==> src/rtl/prio_enc_pkg.sv <==
// Shared types and constants for the priority event encoder.
// Latency: none (declarations only).
// Backpressure: not applicable.
package prio_enc_pkg;

    // Two-state controller: waiting for a vector, or draining pending bits.
    typedef enum logic {
        IDLE = 1'b0,
        BUSY = 1'b1
    } state_t;

    // Every pending bit clears to this value on reset.
    localparam logic PEND_RST_BIT = 1'b0;

endpackage

==> src/rtl/lsb_index_finder.sv <==
// Finds the lowest set bit of a vector, whether any bit is set, and its popcount.
// Latency: purely combinational.
// Backpressure: none; the caller registers the input.
module lsb_index_finder #(
    parameter int WIDTH = 4,
    localparam int IDX_W = $clog2(WIDTH)
) (
    input  logic [WIDTH-1:0] vec_i,
    output logic [IDX_W-1:0] idx_o,
    output logic             any_o,
    output logic [IDX_W:0]   cnt_o
);

    // Scan from the top down so the lowest set bit is the last one written.
    always_comb begin
        idx_o = '0;
        for (int i = WIDTH - 1; i >= 0; i--) begin
            if (vec_i[i]) begin
                idx_o = IDX_W'(i);
            end
        end
    end

    // Population count; its width IDX_W+1 holds WIDTH even when WIDTH is a power of two.
    always_comb begin
        cnt_o = '0;
        for (int i = 0; i < WIDTH; i++) begin
            cnt_o = cnt_o + {{IDX_W{1'b0}}, vec_i[i]};
        end
    end

    assign any_o = |vec_i;

endmodule

==> src/rtl/priority_event_encoder.sv <==
// Captures a multi-hot request vector and emits the index of each set bit, bit 0 first.
// Latency: first index valid the cycle after the vector is accepted; one index per cycle after that.
// Backpressure: req_ready_out is low while draining; idx_ready_in low holds the current index stable.
module priority_event_encoder
    import prio_enc_pkg::*;
#(
    parameter int WIDTH = 4,
    localparam int IDX_W = $clog2(WIDTH)
) (
    input  logic             clk_in,
    input  logic             rst_n_in,
    input  logic [WIDTH-1:0] req_in,
    input  logic             req_valid_in,
    output logic             req_ready_out,
    output logic [IDX_W-1:0] idx_out,
    output logic             idx_valid_out,
    input  logic             idx_ready_in,
    output logic             last_out,
    output logic [IDX_W:0]   remaining_out,
    output logic             zero_drop_out
);

    state_t           state_q, state_d;
    logic [WIDTH-1:0] pend_q, pend_d;
    logic             zero_drop_q, zero_drop_d;

    logic [IDX_W-1:0] lsb_idx;
    logic             pend_any;
    logic [IDX_W:0]   pend_cnt;
    logic             busy;

    lsb_index_finder #(
        .WIDTH (WIDTH)
    ) u_lsb (
        .vec_i (pend_q),
        .idx_o (lsb_idx),
        .any_o (pend_any),
        .cnt_o (pend_cnt)
    );

    assign busy = (state_q == BUSY);

    // Next-state: capture nonzero vectors in IDLE, retire the lowest pending bit per handshake in BUSY.
    always_comb begin
        state_d     = state_q;
        pend_d      = pend_q;
        zero_drop_d = 1'b0;
        case (state_q)
            IDLE: begin
                if (req_valid_in) begin
                    if (|req_in) begin
                        pend_d  = req_in;
                        state_d = BUSY;
                    end else begin
                        zero_drop_d = 1'b1;
                    end
                end
            end
            BUSY: begin
                if (idx_ready_in) begin
                    // x & (x-1) clears exactly the lowest set bit, the one being presented.
                    pend_d = pend_q & (pend_q - WIDTH'(1));
                    if (pend_cnt == (IDX_W+1)'(1)) begin
                        state_d = IDLE;
                    end
                end
            end
            default: begin
                state_d = IDLE;
                pend_d  = {WIDTH{PEND_RST_BIT}};
            end
        endcase
    end

    // State register; reset drops any partially served vector.
    always_ff @(posedge clk_in) begin
        if (!rst_n_in) begin
            state_q     <= IDLE;
            pend_q      <= {WIDTH{PEND_RST_BIT}};
            zero_drop_q <= 1'b0;
        end else begin
            state_q     <= state_d;
            pend_q      <= pend_d;
            zero_drop_q <= zero_drop_d;
        end
    end

    // Outputs depend only on registered state, so there is no input-to-output path.
    always_comb begin
        req_ready_out = ~busy;
        idx_valid_out = busy & pend_any;
        idx_out       = busy ? lsb_idx : '0;
        last_out      = busy & (pend_cnt == (IDX_W+1)'(1));
        remaining_out = busy ? pend_cnt : '0;
        zero_drop_out = zero_drop_q;
    end

endmodule
==> config.mk <==
export PLATFORM = sky130hd
export DESIGN_NAME = priority_event_encoder
export DESIGN_NICKNAME = d
export VERILOG_FILES = /design/src/rtl/prio_enc_pkg.sv /design/src/rtl/lsb_index_finder.sv /design/src/rtl/priority_event_encoder.sv
export SDC_FILE = /design/constraint.sdc
export NUM_CORES = 1
export LEC_CHECK = 0
export CORE_AREA = 2 2 39 41
export CTS_CLUSTER_DIAMETER = 60
export DETAILED_ROUTE_END_ITERATION = 12
export DIE_AREA = 0 0 41 43
export MAX_ROUTING_LAYER = met4
export SYNTH_ARGS = -nofsm -noshare
export SYNTH_HDL_FRONTEND = slang
export SYNTH_SLANG_ARGS = --single-unit
==> constraint.sdc <==
create_clock -name clk_in -period 4.3 [get_ports clk_in]
set_input_delay 0.43 -clock clk_in [delete_from_list [all_inputs] [get_ports clk_in]]
set_output_delay 0.43 -clock clk_in [all_outputs]
set_load 0.05 [all_outputs]
# Yosys cells after proc, flatten, opt, wreduce, memory -nomap -nowiden
# Index checks and enable logic that the tools add are counted.
dict set report totals {
  reg_bits 6
  latch_bits 0
  ram_bits 0
  romBits 0
  input_bits 8
  out_inout_bits 9
  elab_cells 37
  memories 0
}
dict set report op_classes {
  n_addsub 4
  mul 0
  div_mod_pow 0
  n_lt_le_gt_ge 0
  n_eq_ne 4
  n_shift 0
  n_mux 16
  bitwise_logic 6
  n_reduce_logical 4
}
# cell n
set ops {}
lappend ops {{$mux 4} 3}
lappend ops {{$mux 2} 5}
lappend ops {{$pmux 4 s2} 1}
lappend ops {{$reduce_or 4->1} 2}
lappend ops {{$add 3x1->3} 2}
lappend ops {{$mux 1} 5}
lappend ops {{$and 4x4->4} 1}
lappend ops {{$ne 2x2->1 const B} 2}
lappend ops {{$sub 4x1->4 const B} 1}
lappend ops {{$eq 3x1->1 const B} 1}
lappend ops {{$mux 3} 1}
lappend ops {{$not 1->1} 3}
lappend ops {{$reduce_and 3->1} 1}
lappend ops {{$reduce_or 3->1} 1}
lappend ops {{$add 1x1->2} 1}
lappend ops {{$and 1x1->1} 2}
lappend ops {{$ne 2x1->1 const B} 1}
lappend ops {{$pmux 1 s2} 1}

# Depth between registers and ports, before layout
dict set report logic_depth {
  word_depth 7
  depth_mapped 9
  mapped_depth_nobuf 9
}

# By module
# A second synthesis with hierarchy kept.
dict set report unflattened {
  hier_cells 48
  hier_area_um2 431.7
}
# module instances cells_per_inst area_per_inst_um2 seq_area_each_um2
set by_module_without_submodules {}
lappend by_module_without_submodules {priority_event_encoder 1 34 327.8 120.1}
lappend by_module_without_submodules {lsb_index_finder 1 14 103.8 0.0}

# Worst setup path before layout
# Ideal clock, no wire load.
dict set report synth_path {
  path_type {flip-flop to output port}
  start {reg pend_q[1]}
  end {out last_out}
  arrival_time_ns 1.972
  t_required_ns 3.870
  slack_ns 1.898
  path_stages_with_launch 9
  path_buffers 0
  cell_sequence {dfxtp_1 > inv_1 > ha_1 > inv_1 > fa_1 > inv_1 > ha_1 > nor3_1 > and2_1}
}
dict set report synth_via {
  elab_chain_len 5
}
# item line
set synth_rtl {}
lappend synth_rtl {{start: declaration} priority_event_encoder.sv:24} ;# logic [WIDTH-1:0] pend_q, pend_d;
lappend synth_rtl {{start signal: assignment} priority_event_encoder.sv:79} ;# pend_q <= {WIDTH{PEND_RST_BIT}};
lappend synth_rtl {{start signal: assignment} priority_event_encoder.sv:83} ;# pend_q <= pend_d;
lappend synth_rtl {{$add 1x1->2} lsb_index_finder.sv:28} ;# cnt_o = cnt_o + {{IDX_W{1'b0}}, vec_i[i]};
lappend synth_rtl {{$add 3x1->3 (2 in a row)} lsb_index_finder.sv:28}
lappend synth_rtl {{$eq 3x1->1} priority_event_encoder.sv:93} ;# last_out = busy & (pend_cnt == (IDX_W+1)'(1));
lappend synth_rtl {{$and 1x1->1} priority_event_encoder.sv:93}
lappend synth_rtl {{end: declaration} priority_event_encoder.sv:18} ;# output logic last_out,
# No other way between the ends.

# Worst setup path after layout
# Same ends and word-level chain as after synthesis.

==> metrics <==
Vias/cell=4.857; Core Region=0.001384 mm2; I/O Pins=17; leakage=0.2631 nW; Nets=83; Psw=0.07694 mW; most used flip-flop cell after synthesis=dfxtp_1; hpwl dp=711.9 um; Root Buffer=clkbuf_4; total negative slack=0 ns; Pre-antenna DRT Iters=2; Max Slew Vio Count=0; DRC=0; clk sinks=6; HP Class=reg2reg; clock share of power=24.6%; CP endpoint kind=output port; Die Wd=41 um; Cell Area, Synth=431.7 um2; crit-path leading delay family=buffers and inverters; CP required=3.87 ns; CTS tree=yes; ANT nets after route=0; startpoint types=register; sw frac=37.48%; average wire per standard cell=10.39 um; # setup viols final=0; most used cell, CP=inv_1; M1 wire length=417 um; commonest cells after routing, fill and taps aside=16 x clkdlybuf4s50_1, 7 x inv_1, 6 x nor2_1, 6 x dfxtp_1; Max Cap Violations=0; met2 WL=383 um; initial antenna violation count=0; drt total wl=873 um; logic gate share of total power=41.7%; final hold violations=0; Clk Latency, worst-skew pair=0.24 ns; period utilization=75.83%; H-Tree Depth=1; postcts setup bufs=0; internal power=0.1284 mW; max incr delay on CP=0.79 ns; routability cong.=0.7452; total grt overflow=0; fin crit period=3.261 ns; Synth area leader=dfxtp_1; clk slew on worst S/H paths=0.04 ns; starting density of the core=31.19%; Seq cells post-synth=6; CP Max Fanout=6; RSZ-0062 raised after global routing=no; CTS Hold Buffers Added=0; Mean Syn Cell Area=8.464 um2; Worst-Margin Slew=0.4927 ns; Min Hold Slack=0.5527 ns; top cells by area, synth=dfxtp_1 28%, ha_1 12%, inv_1 6.1%; Layout area overhead=45.22%; worst path cell trace=inv_1 > ha_1 > inv_1 > fa_1 > inv_1 > ha_1 > nor3_1 > and2_1 > clkdlybuf4s50_1; gr usage total=12.22%; number of port buffers=16; Max Freq=306.7 MHz; vias post-DR=408; Worst Path Buf+Inv=4; Site Rows=14; Top Metal Used=met4; status=finished clean; Mapped Cells=51; Clock Skew=0.006324 ns; first-pass GRT wire length=1414 um; asr flop ratio synth=0%; final core occ=45.30%; largest net degree at the start of global routing=13; sequential area share after synthesis=27.83%; Iter 0 DRT Violations=12; vias in the first global route=362; CTS Buf Count=3; pwr dens=327.5 mW/mm2; synth unique cells=22; Clock Path Buffers=2; critical path type=reg2out; Synth Net Count=64; fraction of layout cells with a size suffix above 1=11.76%; Antenna Cells=0; Die ar.=0.001763 mm2; DR WL met3=55 um; sequential share of power=33.6%; commonest non-fill, non-tap cell in the layout=clkdlybuf4s50_1; Worst slew margin=67.05%; Worst VDD drop=97.00 uV; slowest CP cell=clkdlybuf4s50_1; top cell type's share of synthesized area=27.83%; post-cts resize count=0; Critical Path AT=2.83 ns; number of flops mapped to enable cells by yosys=0; Ys Warns=0; die height=43 um
==> stage by stage <==
step	worst slack [ns]	instance area [um2]	power (mW)	cells
5_1_grt	0.8602	626.9	0.2208	84
3_5_place_dp	1.286	604.3	0.1562	81
4_1_cts	1.025	626.9	0.2078	84
3_3_place_gp	1.302	604.3	0.1563	81
6_report	1.039	626.9	0.2053	84
2_1_floorplan	1.898	431.7	0.1291	51
==> layout make-up <==
class / count / area [um2]
multi-input cells: 36 / 277.8
flip-flops and latches: 6 / 120.1
clock buffers: 3 / 22.52
well taps: 16 / 20.02
inverters: 7 / 26.28
fillers: 157 / 757.0
repair buffers: 16 / 160.2
==> tightest hold or removal path, delay by kind of cell, from the launching register on <==
kind | cells | cell delay (ns)
flip-flops | 1 | 0.36
AND/OR/NAND/NOR | 1 | 0.08
multiplexers | 1 | 0.06
==> flip-flops by register name, summed over array words and instances, names as in the netlist <==
name           count
zero_drop_out      1
busy               1
pend_q             4
==> power groups by stage <==
| stage | logic, mW | registers, mW | clock network, mW |
|---|---|---|---|
| global placement | 0.0866 | 0.0698 | 0 |
| detailed placement | 0.0863 | 0.0699 | 0 |
| floorplan | 0.0625 | 0.0666 | 0 |
| CTS | 0.0866 | 0.0689 | 0.0523 |
| global route | 0.0936 | 0.0701 | 0.0571 |
| finish | 0.0857 | 0.0690 | 0.0506 |
==> metal layers <==
metal / vias to the layer above / GRT usage (%)
met3: 4 / 1.571
met2: 17 / 17.81
met1: 179 / 15.08
li1: 208 / -
met4: 0 / 8.000
met5: - / -
==> Yosys cell counts (2+ instances only) <==
| library cell | instances |
|---|---|
| inv_1 | 7 |
| dfxtp_1 | 6 |
| nor2_1 | 6 |
| a21oi_1 | 4 |
| ha_1 | 4 |
| and2_1 | 3 |
| nand2_1 | 3 |
| clkbuf_1 | 2 |
| nor3_1 | 2 |
| o221a_1 | 2 |
==> path summary, 6_finish.rpt <==
| path | startpoint | to | slack (ns) | cells past startpoint |
|---|---|---|---|---|
| setup / recovery | pend_q[1]$_SDFFE_PN0P_ | last_out | 1.04 | 9 |
| hold / removal | pend_q[1]$_SDFFE_PN0P_ | pend_q[1]$_SDFFE_PN0P_ | 0.55 | 2 |
| setup reg to reg | pend_q[1]$_SDFFE_PN0P_ | busy$_SDFF_PN0_ | 2.30 | 9 |
| hold reg to reg | pend_q[1]$_SDFFE_PN0P_ | pend_q[1]$_SDFFE_PN0P_ | 0.55 | 2 |
==> cells by family (layout without fill, tap and decap cells) <==
| family | count (synthesis) | in the layout | synth area share (%) |
|---|---|---|---|
| buffers and inverters | 9 | 26 | 7.828 |
| multiplexers | 1 | 1 | 2.319 |
| AO/OA/AOI/OAI | 11 | 11 | 22.32 |
| flip-flops | 6 | 6 | 27.83 |
| adder cells (fa/ha/maj) | 5 | 5 | 16.23 |
| AND/OR/NAND/NOR | 19 | 19 | 23.48 |
Note: power is estimated with default switching activity, not from simulation.
